==> config.mk <==
export PLATFORM = sky130hd
export DESIGN_NAME = fft_out_serializer
export DESIGN_NICKNAME = d
export VERILOG_FILES = /design/src/rtl/fft_pkg.sv /design/src/rtl/fft_round_shift.sv /design/src/rtl/fft_out_serializer.sv
export SDC_FILE = /design/constraint.sdc
export NUM_CORES = 1
export LEC_CHECK = 0
export BUFFER_PORTS_ARGS = -buffer_cell sky130_fd_sc_hd__buf_2
export CAP_MARGIN = 20
export CORE_MARGIN = 2
export CORE_UTILIZATION = 30
export DETAILED_ROUTE_END_ITERATION = 16
export MAX_ROUTING_LAYER = met4
export SYNTH_ARGS = -nofsm -noshare
export SYNTH_HDL_FRONTEND = slang
export SYNTH_SLANG_ARGS = --single-unit
==> constraint.sdc <==
create_clock -name clk -period 18.2 [get_ports clk]
set_input_delay 1.82 -clock clk [delete_from_list [all_inputs] [get_ports clk]]
set_output_delay 1.82 -clock clk [all_outputs]
set_load 0.005 [all_outputs]
==> src/rtl/fft_pkg.sv <==
// Shared FFT definitions: sample width, complex packing helpers and the
// index bit-reversal used by the stage wrappers and the output serializer.
`ifndef FFT_PKG_SV
`define FFT_PKG_SV

// Sample j of a flat bus that carries one DATA_W-bit component per sample.
`define FFT_CPLX_GET(bus, j) bus[fft_pkg::DATA_W*(j) +: fft_pkg::DATA_W]

package fft_pkg;

  localparam int DATA_W   = 16;
  localparam int MAX_LOGN = 6;

  typedef logic signed [DATA_W-1:0] sample_t;

  typedef struct packed {
    sample_t re;
    sample_t im;
  } cplx_t;

  typedef enum logic {
    ST_IDLE,
    ST_STREAM
  } ser_state_e;

  // Reverses the low logn bits of k; bits at and above logn come back zero.
  function automatic logic [MAX_LOGN-1:0] bitrev(input logic [MAX_LOGN-1:0] k,
                                                 input int logn);
    logic [MAX_LOGN-1:0] r;
    r = '0;
    for (int b = 0; b < MAX_LOGN; b++) begin
      if (b < logn) r[logn-1-b] = k[b];
    end
    return r;
  endfunction

endpackage

`endif

==> src/rtl/fft_round_shift.sv <==
// Combinational round-half-up arithmetic right shift of one signed sample.
module fft_round_shift
  import fft_pkg::*;
#(
  parameter int SCALE_SHIFT = 0
) (
  input  sample_t x,
  output sample_t y
);

  generate
    if (SCALE_SHIFT == 0) begin : g_pass
      assign y = x;
    end else begin : g_round
      localparam int HALF = 1 << (SCALE_SHIFT - 1);
      // One extra bit of headroom so the rounding add of a positive full-scale
      // value cannot wrap before the shift brings it back into range.
      logic signed [DATA_W:0] sum;
      assign sum = $signed({x[DATA_W-1], x}) + $signed((DATA_W+1)'(HALF));
      assign y   = DATA_W'(sum >>> SCALE_SHIFT);
    end
  endgenerate

endmodule

==> src/rtl/fft_out_serializer.sv <==
// Captures a full parallel FFT frame in one cycle and streams it out one
// complex sample per beat, optionally bit-reversed and rounded-scaled.
module fft_out_serializer
  import fft_pkg::*;
#(
  parameter int N           = 8,
  parameter int LOGN        = $clog2(N),
  parameter int BITREV      = 1,
  parameter int SCALE_SHIFT = 0
) (
  input  logic                     clk,
  input  logic                     rst_n,
  input  logic                     in_valid,
  output logic                     in_ready,
  input  logic [DATA_W*N-1:0]      in_r,
  input  logic [DATA_W*N-1:0]      in_i,
  output logic                     out_valid,
  input  logic                     out_ready,
  output logic signed [DATA_W-1:0] out_r,
  output logic signed [DATA_W-1:0] out_i,
  output logic [LOGN-1:0]          out_idx,
  output logic                     out_last
);

  ser_state_e      state_q, state_d;
  logic [LOGN-1:0] count;
  logic [LOGN-1:0] sel_idx;
  logic            at_last;
  logic            load;
  logic            advance;
  cplx_t           buffer [N];
  sample_t         scaled_r, scaled_i;

  assign at_last = (count == LOGN'(N - 1));

  // NOTE: every output of this block gets a default before the case, so no
  // path through it can leave a signal unassigned and infer a latch.
  always_comb begin
    state_d  = state_q;
    in_ready = 1'b0;
    load     = 1'b0;
    advance  = 1'b0;
    unique case (state_q)
      ST_IDLE: begin
        in_ready = 1'b1;
        if (in_valid) begin
          load    = 1'b1;
          state_d = ST_STREAM;
        end
      end
      ST_STREAM: begin
        if (out_ready) begin
          advance = 1'b1;
          if (at_last) begin
            // Final beat leaves: the next frame may land in the same edge.
            in_ready = 1'b1;
            if (in_valid) load    = 1'b1;
            else          state_d = ST_IDLE;
          end
        end
      end
      default: state_d = ST_IDLE;
    endcase
  end

  // NOTE: state registers use non-blocking assignments so every flop samples
  // the pre-edge values regardless of block evaluation order.
  always_ff @(posedge clk or negedge rst_n) begin
    if (!rst_n) begin
      state_q <= ST_IDLE;
      count   <= '0;
    end else begin
      state_q <= state_d;
      if (load)         count <= '0;
      else if (advance) count <= count + LOGN'(1);
    end
  end

  // NOTE: the frame buffer is deliberately left out of reset; its contents
  // are only observed after a load, and a reset net here would cost a lot.
  always_ff @(posedge clk) begin
    if (load) begin
      for (int j = 0; j < N; j++) begin
        buffer[j] <= '{re: `FFT_CPLX_GET(in_r, j), im: `FFT_CPLX_GET(in_i, j)};
      end
    end
  end

  generate
    if (BITREV != 0) begin : g_bitrev
      assign sel_idx = LOGN'(bitrev(MAX_LOGN'(count), LOGN));
    end else begin : g_natural
      assign sel_idx = count;
    end
  endgenerate

  fft_round_shift #(.SCALE_SHIFT(SCALE_SHIFT)) u_shift_r (
    .x (buffer[sel_idx].re),
    .y (scaled_r)
  );

  fft_round_shift #(.SCALE_SHIFT(SCALE_SHIFT)) u_shift_i (
    .x (buffer[sel_idx].im),
    .y (scaled_i)
  );

  // Outputs read zero whenever no sample is presented, so the unreset buffer
  // never shows through while idle.
  assign out_valid = (state_q == ST_STREAM);
  assign out_last  = out_valid && at_last;
  assign out_idx   = out_valid ? count : '0;
  assign out_r     = out_valid ? scaled_r : '0;
  assign out_i     = out_valid ? scaled_i : '0;

endmodule

==> results of run 1 <==
[layer usage]
metal / part of all wire [%] / track usage (%)
met4: 2.1 / 3.695
met3: 6.5 / 3.444
met1: 42 / 17.92
met2: 49 / 23.99
met5: 0 / -
[how the worst max path moves through the flow]
stage / to / startpoint / slack, ns / cells after the start
2_1_floorplan: buffer[0][0]$_DFFE_PP_ / out_ready / 9.75 / 3
3_3_place_gp: out_i[1] / count[1]$_DFFE_PN0P_ / 13.72 / 5
3_5_place_dp: out_i[13] / count[1]$_DFFE_PN0P_ / 13.70 / 5
4_1_cts: out_i[13] / count[1]$_DFFE_PN0P_ / 13.11 / 5
6_report: out_i[0] / count[1]$_DFFE_PN0P_ / 13.20 / 5
5_1_grt: out_i[0] / count[1]$_DFFE_PN0P_ / 12.96 / 5
[flip-flops by register name (all words and copies together) (netlist names)]
register	count
count	3
buffer	256
out_valid	1
[area by class of cell]
| cell class | instances | area [sq um] | area share, % |
|---|---|---|---|
| timing repair buffer | 305 | 1587 | 12.29 |
| antenna | 3 | 7.507 | 0.05816 |
| clock inverter | 12 | 95.09 | 0.7366 |
| tap | 448 | 560.5 | 4.342 |
| clock buffer | 37 | 744.5 | 5.767 |
| multi-input combinational | 215 | 2110 | 16.34 |
| sequential | 260 | 7797 | 60.41 |
| inverter | 2 | 7.507 | 0.05816 |
[worst register-to-register path: stages, from the launching register on]
cell	delay (ns)
dfrtp_4	0.76
buf_4	0.92
ha_1	0.31
ha_1	0.20
nand2_1	0.07
nand2_1	0.11
and2_4	0.34
buf_4	0.81
[per-stage QoR]
| stage | util, % | instance area [sq um] |
|---|---|---|
| after CTS | 38.58 | 12870 |
| after detailed placement | 36.07 | 12030 |
| after global routing | 38.69 | 12910 |
| after global placement | 35.99 | 12010 |
| final | 38.69 | 12910 |
| after floorplan | - | 10110 |
[kinds of logic (layout without fill, tap and decap cells)]
group / count (synthesis) / count (layout) / synth area share, %
compound gates: 70 / 70 / 4.494
simple gates: 46 / 46 / 1.956
fa+ha+maj: 2 / 2 / 0.2475
flops: 260 / 260 / 77.05
mux: 97 / 97 / 14.05
other cells: 0 / 3 / 0
buf+inv: 32 / 356 / 2.204
[synth_stat cells, drive strengths merged, types with 2 or more instances]
| cell | count |
|---|---|
| a211oi | 32 |
| a22o | 3 |
| and2 | 6 |
| buf | 20 |
| clkbuf | 10 |
| dfrtp | 4 |
| edfxtp | 256 |
| ha | 2 |
| inv | 2 |
| mux2 | 33 |
| mux2i | 32 |
| mux4 | 32 |
| nand2 | 5 |
| nor2 | 33 |
| o21ai | 32 |
| o22ai | 2 |
[power by group through the flow]
stage	combinational, W	sequential, W	clock [W]
3_3_place_gp	0.000450	0.000773	0
3_5_place_dp	0.000460	0.000773	0
4_1_cts	0.000461	0.000761	0.000543
2_1_floorplan	0.000324	0.000740	0
6_report	0.000451	0.000756	0.000525
5_1_grt	0.000491	0.000764	0.000567
==> summary.md, run 1 <==
| Metric | Value |
|---|---|
| Status | finished, final reports clean |
| Hold Fails Final Rpt | 0 |
| Hold path depth | 1 |
| Setup TNS | 0 ns |
| Crit path kind | reg -> out |
| Initial antenna violation count | 3 |
| Critical path startpoint category | flop |
| Commonest non-fill, non-tap cell in the layout | buf_2 |
| Rows | 67 |
| Syn_area_per_cell | 19.94 sq um |
| Cells along the critical path | buf_4 > mux2_2 > o21ai_0 > a211oi_1 > buf_2 |
| FF-to-FF setup slack | 14.26 ns |
| Post-route ant nets | 0 |
| Total number of vias | 5833 |
| Tmin final | 4.999 ns |
| Global-route wire length before repair | 37.27 mm |
| YS warnings | 0 |
| Internal | 0.001232 W |
| Final worst-path cycle share | 27.47% |
| Worst Skew | 0.02532 ns |
| Placed wire-length estimate | 16.47 mm |
| R2R Path Start | count[1]$_DFFE_PN0P_ |
| Total I/O pin count | 298 |
| Top post-synthesis cells by area | edfxtp_1 (76%), mux4_2 (6.7%), mux2_2 (3.7%) |
| CP Capture Type | primary output |
| FF+latch count, synth | 260 |
| Die area | 35180 sq um |
| Critical path's top delay family | buffers and inverters |
| CP Data Arrival Time | 3.18 ns |
| RePlAce Congestion | 0.7263 |
| Core footprint | 33360 sq um |
| Final worst slack | 13.20 ns |
| Clock Tree Root | clkbuf_16 |
| Clock power share | 30.3% |
| Slew Viols, Final | 0 |
| Critical-path top delay cell | buf_4 |
| PD cells | 134.1 nW/um^2 |
| Die height | 187.6 microns |
| Total chip power | 0.001732 W |
| Syn Inst Count | 507 |
| Logic pwr share | 26.0% |
| Max Fclk | 200.0 MHz |
| Fill count | 3165 |
| HP Class | reg -> reg |
| DR WL/cell | 19.27 microns |
| Synthesized cell area | 10110 sq um |
| Fin cells | 1282 |
| Relative slew slack | 27.94% |
| Final-stage net count | 1074 |
| Largest net degree at the start of global routing | 83 |
| Register area share after synthesis | 77.05% |
| Clock buffer count from CTS | 28 |
| Max FO, Critical Path | 68 |
| Final hold slack | 1.009 ns |
| TritonRoute pass-1 iters | 6 |
| Commonest cells after routing, fill and taps aside | buf_2 (297), edfxtp_1 (256), mux2_2 (33), mux2i_1 (32), o21ai_0 (32) |
| Post-CTS Hold Fix Bufs | 0 |
| Gr ovfl total | 0 |
| Area grow syn2layout | 27.72% |
| Clock Latency Late Sink | 0.56 ns |
| CTS tree | yes |
| Leak | 4.720 nW |
| Initial core utilization | 30.29% |
| Worst ir drop on vdd | 0.07799 mV |
| Vias in the first global route | 6236 |
| Worst Path Buf+Inv | 2 |
| # DRC | 0 |
| Hold Path Origin | count[0]$_DFFE_PN0P_ |
| CTS H-Tree Depth | 1 |
| Mapped Nets | 769 |
| Post-CTS Resized | 0 |
| PortBufs | 297 |
| Share of synthesized registers carrying an async set or reset | 1.538% |
| NetSw | 0.0005000 W |
| Share of layout cells above drive strength 1 | 50.18% |
| Final setup violation count | 0 |
| Largest area contributor in the netlist | edfxtp_1 |
| Synth top area share | 76.06% |
| Clock buffer depth | 3 |
| Switch share | 28.87% |
| Post-CTS repair timing setup buffer count | 0 |
| Reg power frac | 43.7% |
| # clock sinks | 260 |
| EDFF count, synth | 256 |
| Slowest stage delay, CP | 0.89 ns |
| Max-cap viol count | 0 |
| WP data required | 16.38 ns |
| Final wirelength | 24.71 mm |
| Worst-path clk slew | 0.06 ns |
| Placed insts | 1229 |
| Reg2Reg Depth | 7 |
| Initial drt markers | 287 |
| Hold EP | count[0]$_DFFE_PN0P_ |
| Vias/cell | 4.550 |
| Distinct cell type count after synthesis | 25 |
| GRT Total Usage | 14.48% |
| Die span in x | 187.6 microns |
| Reg2Reg Capture Point | buffer[6][26]$_DFFE_PP_ |
| RSZ-0062 raised after global routing | no |
| Top FF cell, synth | edfxtp_1 |
| Worst-margin pin slew | 1.081 ns |
| Pre-CTS setup slack | 13.70 ns |
No activity file was read; power rests on OpenSTA's default activity.
==> run 2: changes to the inputs <==
==> constraint.sdc (replaced) <==
create_clock -name clk -period 4.08 [get_ports clk]
set_input_delay 0.408 -clock clk [delete_from_list [all_inputs] [get_ports clk]]
set_output_delay 0.408 -clock clk [all_outputs]
set_load 0.005 [all_outputs]
==> run 2 against run 1 <==
Critical path depth decreased by 1. Count of clock-buffer cells in the layout decreased by 4. Largest power group unchanged. Non-clock buffer count increased by 4. Sequential cell count did not move. Largest cell class unchanged. Die area unchanged. Worst setup slack worse by 13 ns. Final cell count up 0.78%.
==> summary.md, run 2 (synthesis results as in run 1) <==
| Metric | Value |
|---|---|
| NetSw | 0.002213 W |
| Pre-CTS setup slack | 1.074 ns |
| Critical path's top delay family | flip-flops |
| Critical-path top delay cell | dfrtp_4 |
| GRT Total Usage | 14.02% |
| Critical path startpoint category | flop |
| PD cells | 600.7 nW/um^2 |
| Slew Viols, Final | 0 |
| Status | finished, final reports clean |
| CP Data Arrival Time | 2.99 ns |
| Initial antenna violation count | 7 |
| Hold Fails Final Rpt | 0 |
| Gr ovfl total | 0 |
| Clock buffer depth | 3 |
| R2R Path Start | count[2]$_DFFE_PN0P_ |
| Initial drt markers | 312 |
| Largest register FFs | 256 |
| Post-CTS Resized | 0 |
| Final worst slack | 0.6847 ns |
| CTS H-Tree Depth | 1 |
| Tmin final | 3.395 ns |
| Fin cells | 1292 |
| Clock Tree Root | clkbuf_16 |
| Initial core utilization | 30.29% |
| Worst-margin pin slew | 0.9085 ns |
| Vias in the first global route | 6243 |
| Commonest cells after routing, fill and taps aside | buf_2 (297), edfxtp_1 (256), mux2_2 (33), mux2i_1 (32), o21ai_0 (32) |
| Global-route wire length before repair | 36.29 mm |
| Clock buffer count from CTS | 28 |
| Total chip power | 0.007820 W |
| Total number of vias | 5824 |
| Clock Latency Late Sink | 0.53 ns |
| Core footprint | 33360 sq um |
| Worst Skew | 0.008420 ns |
| Hold EP | buffer[3][8]$_DFFE_PP_ |
| Sequential cell area | 7797 sq um |
| Share of layout cells above drive strength 1 | 50.30% |
| CP Capture Type | primary output |
| Fill count | 3159 |
| Clock power share | 31.4% |
| Area of the multi-input gates | 2110 sq um |
| FF-to-FF setup slack | 1.19 ns |
| Setup TNS | 0 ns |
| CTS tree | yes |
| Crit path kind | reg -> out |
| Logic pwr share | 24.7% |
| Worst Path Buf+Inv | 1 |
| Final-stage net count | 1078 |
| Max-cap viol count | 0 |
| Final setup violation count | 0 |
| Die span in x | 187.6 microns |
| Reg2Reg Depth | 5 |
| WP data required | 3.67 ns |
| Register bank with the most flops | buffer |
| RePlAce Congestion | 0.7632 |
| Reg2Reg Capture Point | buffer[7][24]$_DFFE_PP_ |
| PortBufs | 297 |
| Leak | 4.774 nW |
| Die height | 187.6 microns |
| Switch share | 28.30% |
| Largest net degree at the start of global routing | 73 |
| Placed wire-length estimate | 15.96 mm |
| Hold path depth | 1 |
| TritonRoute pass-1 iters | 4 |
| Relative slew slack | 39.43% |
| Internal | 0.005606 W |
| Reg power frac | 43.9% |
| Vias/cell | 4.508 |
| HP Class | in -> reg |
| Final worst-path cycle share | 83.22% |
| Hold Path Origin | in_i[56] |
| Final wirelength | 24.17 mm |
| Cells along the critical path | nand2_2 > o21ai_0 > a211oi_1 > buf_2 |
| # clock sinks | 260 |
| Die area | 35180 sq um |
| Max FO, Critical Path | 38 |
| DR WL/cell | 18.71 microns |
| Max Fclk | 294.5 MHz |
| Worst-path clk slew | 0.06 ns |
| Slowest stage delay, CP | 1.00 ns |
| Total I/O pin count | 298 |
| Commonest non-fill, non-tap cell in the layout | buf_2 |
| RSZ-0062 raised after global routing | no |
| Post-route ant nets | 0 |
| Placed insts | 1233 |
| # DRC | 0 |
| Area grow syn2layout | 28.79% |
| Rows | 67 |
| Worst ir drop on vdd | 0.3335 mV |
run 2: cell count changes in the layout (fill, tap and decap cells not counted), sizes merged:
| cell | delta |
|---|---|
| diode | +4 |
| clkinv | +5 |
| clkbuf | -4 |
| dlygate4sd3 | +1 |
| bufinv | +2 |
| clkinvlp | -1 |
| buf | +3 |
run 2: what timing repair did:
action                                 in CTS  in global routing
endpoints found under the hold margin       4                  0
buffers inserted                            0                  0
hold buffers                                1                  0
run 2: power groups by stage:
stage	combinational, W	clock (W)	sequential (W)
CTS	0.00199	0.00252	0.00345
floorplan	0.00145	0	0.00325
global route	0.00212	0.00266	0.00348
global placement	0.00198	0	0.00350
detailed placement	0.00197	0	0.00351
finish	0.00193	0.00246	0.00343
run 2: per-layer routing:
layer / wire length [microns] / part of all wire, % / vias up / global-route usage, %
met1: 10100 / 42 / 2853 / 17.94
met5: 0 / 0 / - / -
met4: 595 / 2.5 / 0 / 4.422
met3: 1893 / 7.8 / 37 / 3.107
li1: - / - / 2684 / -
met2: 11580 / 48 / 250 / 22.29
run 2: metrics by stage:
step                      hold WS [ns]  utilization, %  instance area (sq um)
after global placement          0.2211           36.25                  12090
after floorplan                 0.1124               -                  10110
after global routing          0.003945           39.01                  13020
after detailed placement        0.2220           36.25                  12090
after CTS                      0.01178           38.96                  13000
final                          0.04189           39.02                  13020
run 2: worst max path at each step:
| stage | endpoint | start | depth (start not counted) |
|---|---|---|---|
| global placement | buffer[1][20]$_DFFE_PP_ | count[2]$_DFFE_PN0P_ | 5 |
| CTS | out_r[3] | count[2]$_DFFE_PN0P_ | 4 |
| detailed placement | buffer[2][20]$_DFFE_PP_ | count[2]$_DFFE_PN0P_ | 5 |
| global route | out_i[14] | count[2]$_DFFE_PN0P_ | 4 |
| floorplan | buffer[0][0]$_DFFE_PP_ | count[0]$_DFFE_PN0P_ | 5 |
| finish | out_r[5] | count[2]$_DFFE_PN0P_ | 4 |
run 2: worst register-to-register path, stage by stage (launching register included):
cell and delay (ns):
dfrtp_4 1.00, ha_1 0.35, nand2_1 0.07, nand2_1 0.11, and2_4 0.60, buf_12 0.39
run 2: layout make-up:
cell class	count	area share, %
tap	448	4.306
clock buffer	33	5.690
clock inverter	18	1.192
sequential	260	59.90
timing repair buffer	309	12.51
multi-input combinational	215	16.21
antenna	7	0.1346
inverter	2	0.05767
==> run 3: changes to the inputs <==
--- a/config.mk
+++ b/config.mk
@@ -5,6 +5,7 @@
 export SDC_FILE = /design/constraint.sdc
 export NUM_CORES = 1
 export LEC_CHECK = 0
+export ABC_AREA = 1
 export BUFFER_PORTS_ARGS = -buffer_cell sky130_fd_sc_hd__buf_2
 export CAP_MARGIN = 20
 export CORE_MARGIN = 2
==> constraint.sdc (replaced) <==
create_clock -name clk -period 3.45 [get_ports clk]
set_input_delay 0.345 -clock clk [delete_from_list [all_inputs] [get_ports clk]]
set_output_delay 0.345 -clock clk [all_outputs]
set_load 0.005 [all_outputs]
==> run 3 against run 2 <==
Final cell count grew 73%. Critical endpoint is now out_r[14]. First-iteration DRC count up 61%. Highest routed layer unchanged. Non-clock buffer count grew 261.
==> summary.md, run 3 <==
| Metric | Value |
|---|---|
| Status | finished, final reports clean |
| NetSw | 0.003684 W |
| # DRC | 0 |
| Initial core utilization | 30.29% |
| Worst Skew | 0.01829 ns |
| HP Class | in -> reg |
| Initial drt markers | 501 |
| Hold Path Origin | out_ready |
| Commonest cells after routing, fill and taps aside | nand2_1 (424), buf_2 (297), inv_1 (263), dlygate4sd3_1 (258), edfxtp_1 (256) |
| Share of synthesized registers carrying an async set or reset | 1.538% |
| Internal | 0.006934 W |
| CTS H-Tree Depth | 1 |
| Top FF cell, synth | edfxtp_1 |
| EDFF count, synth | 256 |
| Area grow syn2layout | 50.67% |
| Post-CTS Hold Fix Bufs | 258 |
| Clock Latency Late Sink | 0.58 ns |
| FF+latch count, synth | 260 |
| DR WL/cell | 16.42 microns |
| R2R Path Start | count[1]$_DFFE_PN0P_ |
| Final setup violation count | 0 |
| YS warnings | 0 |
| Max Fclk | 338.5 MHz |
| Logic pwr share | 32.8% |
| Clock buffer depth | 3 |
| Die area | 39340 sq um |
| Vias in the first global route | 10010 |
| Initial antenna violation count | 6 |
| # clock sinks | 260 |
| WP data required | 3.11 ns |
| Syn_area_per_cell | 9.947 sq um |
| RePlAce Congestion | 0.8795 |
| Register area share after synthesis | 68.74% |
| Syn Inst Count | 1139 |
| Max FO, Critical Path | 46 |
| Leak | 8.040 nW |
| RSZ-0062 raised after global routing | no |
| CP Data Arrival Time | 2.61 ns |
| Final worst-path cycle share | 85.62% |
| Total chip power | 0.01062 W |
| Most frequent cells after synthesis | nand2_1 (427), inv_1 (265), edfxtp_1 (256) |
| Max-cap viol count | 0 |
| Crit path kind | reg -> out |
| Commonest non-fill, non-tap cell in the layout | nand2_1 |
| Synthesized cell area | 11330 sq um |
| Worst-path clk slew | 0.06 ns |
| Final wirelength | 36.72 mm |
| Worst ir drop on vdd | 0.5191 mV |
| Final core occ | 45.64% |
| Worst-margin pin slew | 0.7986 ns |
| Register bank with the most flops | buffer |
| Setup TNS | 0 ns |
| Total number of vias | 9613 |
| CTS tree | yes |
| Fill count | 3438 |
| Relative slew slack | 46.70% |
| Post-route cell area | 17070 sq um |
| Slew Viols, Final | 0 |
| Die height | 198.3 microns |
| Cell Area, Placed | 13440 sq um |
| PD cells | 622.0 nW/um^2 |
| PortBufs | 297 |
| Die span in x | 198.3 microns |
| Switch share | 34.70% |
| Clock buffer count from CTS | 31 |
| Clock Tree Root | clkbuf_16 |
| Final-stage net count | 1956 |
| Clock power share | 31.5% |
| GRT Total Usage | 18.91% |
| Rows | 71 |
| Hold Fails Final Rpt | 0 |
| Post-CTS repair timing setup buffer count | 0 |
| Placed wire-length estimate | 22.42 mm |
| Critical path startpoint category | flop |
| Top post-synthesis cells by area | edfxtp_1 (68%), nand2_1 (14%), inv_1 (8.8%) |
| TritonRoute pass-1 iters | 5 |
| CP Capture Type | primary output |
| Largest net degree at the start of global routing | 130 |
| Most numerous cell in the Yosys netlist | nand2_1 |
| Synth top area share | 67.85% |
| Tmin final | 2.954 ns |
| Global-route wire length before repair | 54.99 mm |
| Post-route ant nets | 0 |
| Distinct cell type count after synthesis | 14 |
| Final hold slack | 0.08953 ns |
| Mapped Nets | 1401 |
| Start point of the critical path | count[2]$_DFFE_PN0P_ |
| Core footprint | 37400 sq um |
| Largest register FFs | 256 |
| Reg power frac | 35.8% |
| Vias/cell | 4.299 |
| Gr ovfl total | 0 |
| Post-CTS Resized | 0 |
| Total I/O pin count | 298 |
| Share of layout cells above drive strength 1 | 21.43% |
| Largest area contributor in the netlist | edfxtp_1 |
==> run 3: cell types whose count changed after synthesis, moves of 32 or more <==
cell	change
nand3_1	+130
inv_1	+263
nand2_1	+422
mux2i_1	-32
mux2_2	-33
==> run 3: layout make-up <==
class	count	area [sq um]	share of cell area (%)
Clock inverter	21	239.0	1.400
Inverter	267	1008	5.908
Multi-Input combinational cell	564	2336	13.68
Antenna cell	8	20.02	0.1173
Clock buffer	35	790.8	4.632
Tap cell	511	639.4	3.746
Timing Repair Buffer	570	4244	24.86
Sequential cell	260	7792	45.65
==> run 3: path summary, 6_finish.rpt <==
path / endpoint / slack, ns / depth (start not counted)
setup / recovery: out_r[14] / 0.50 / 8
hold / removal: out_valid$_DFF_PN0_ / 0.09 / 4
setup reg to reg: buffer[2][27]$_DFFE_PP_ / 1.16 / 7
hold reg to reg: count[0]$_DFFE_PN0P_ / 0.62 / 1
max in group asynchronous: count[2]$_DFFE_PN0P_ / 3.19 / 2
min in group asynchronous: out_valid$_DFF_PN0_ / 0.12 / 2
==> run 3: per-layer routing <==
metal,track usage (%),vias to the layer above,share of wire (%)
li1,-,4646,-
met1,23.29,4484,43
met4,9.050,0,4.5
met3,3.236,108,5.4
met5,-,-,0
met2,30.28,375,47
==> run 3: power groups by stage <==
stage                     clock network, W  logic, W  registers [W]
after floorplan                          0   0.00193        0.00384
after global placement                   0   0.00319        0.00385
after detailed placement                 0   0.00321        0.00386
after CTS                          0.00341   0.00346        0.00380
after global routing               0.00354   0.00386        0.00381
final                              0.00334   0.00348        0.00380
==> run 3: cells by family (layout without fill, tap and decap cells) <==
group           after synthesis  after routing  share of synthesized area (%)
buf+inv                     315            893                          10.91
simple gates                558            558                          19.92
other cells                   0              8                              0
flops                       260            260                          68.74
compound gates                4              4                         0.2098
fa+ha+maj                     2              2                         0.2208
==> run 3: stage by stage <==
stage	instances	setup WS, ns
2_1_floorplan	1139	-1.727
3_3_place_gp	1914	1.111
3_5_place_dp	1914	1.086
4_1_cts	2228	0.4490
5_1_grt	2234	0.2652
6_report	2236	0.4959
==> run 3: critical path: stages, from the launching register on <==
cell     delay [ns]
dfrtp_4        0.52
inv_4          0.40
buf_4          0.48
nand2_1        0.11
nand3_1        0.09
nand2_1        0.09
nand2_1        0.09
nand2_1        0.08
buf_2          0.14
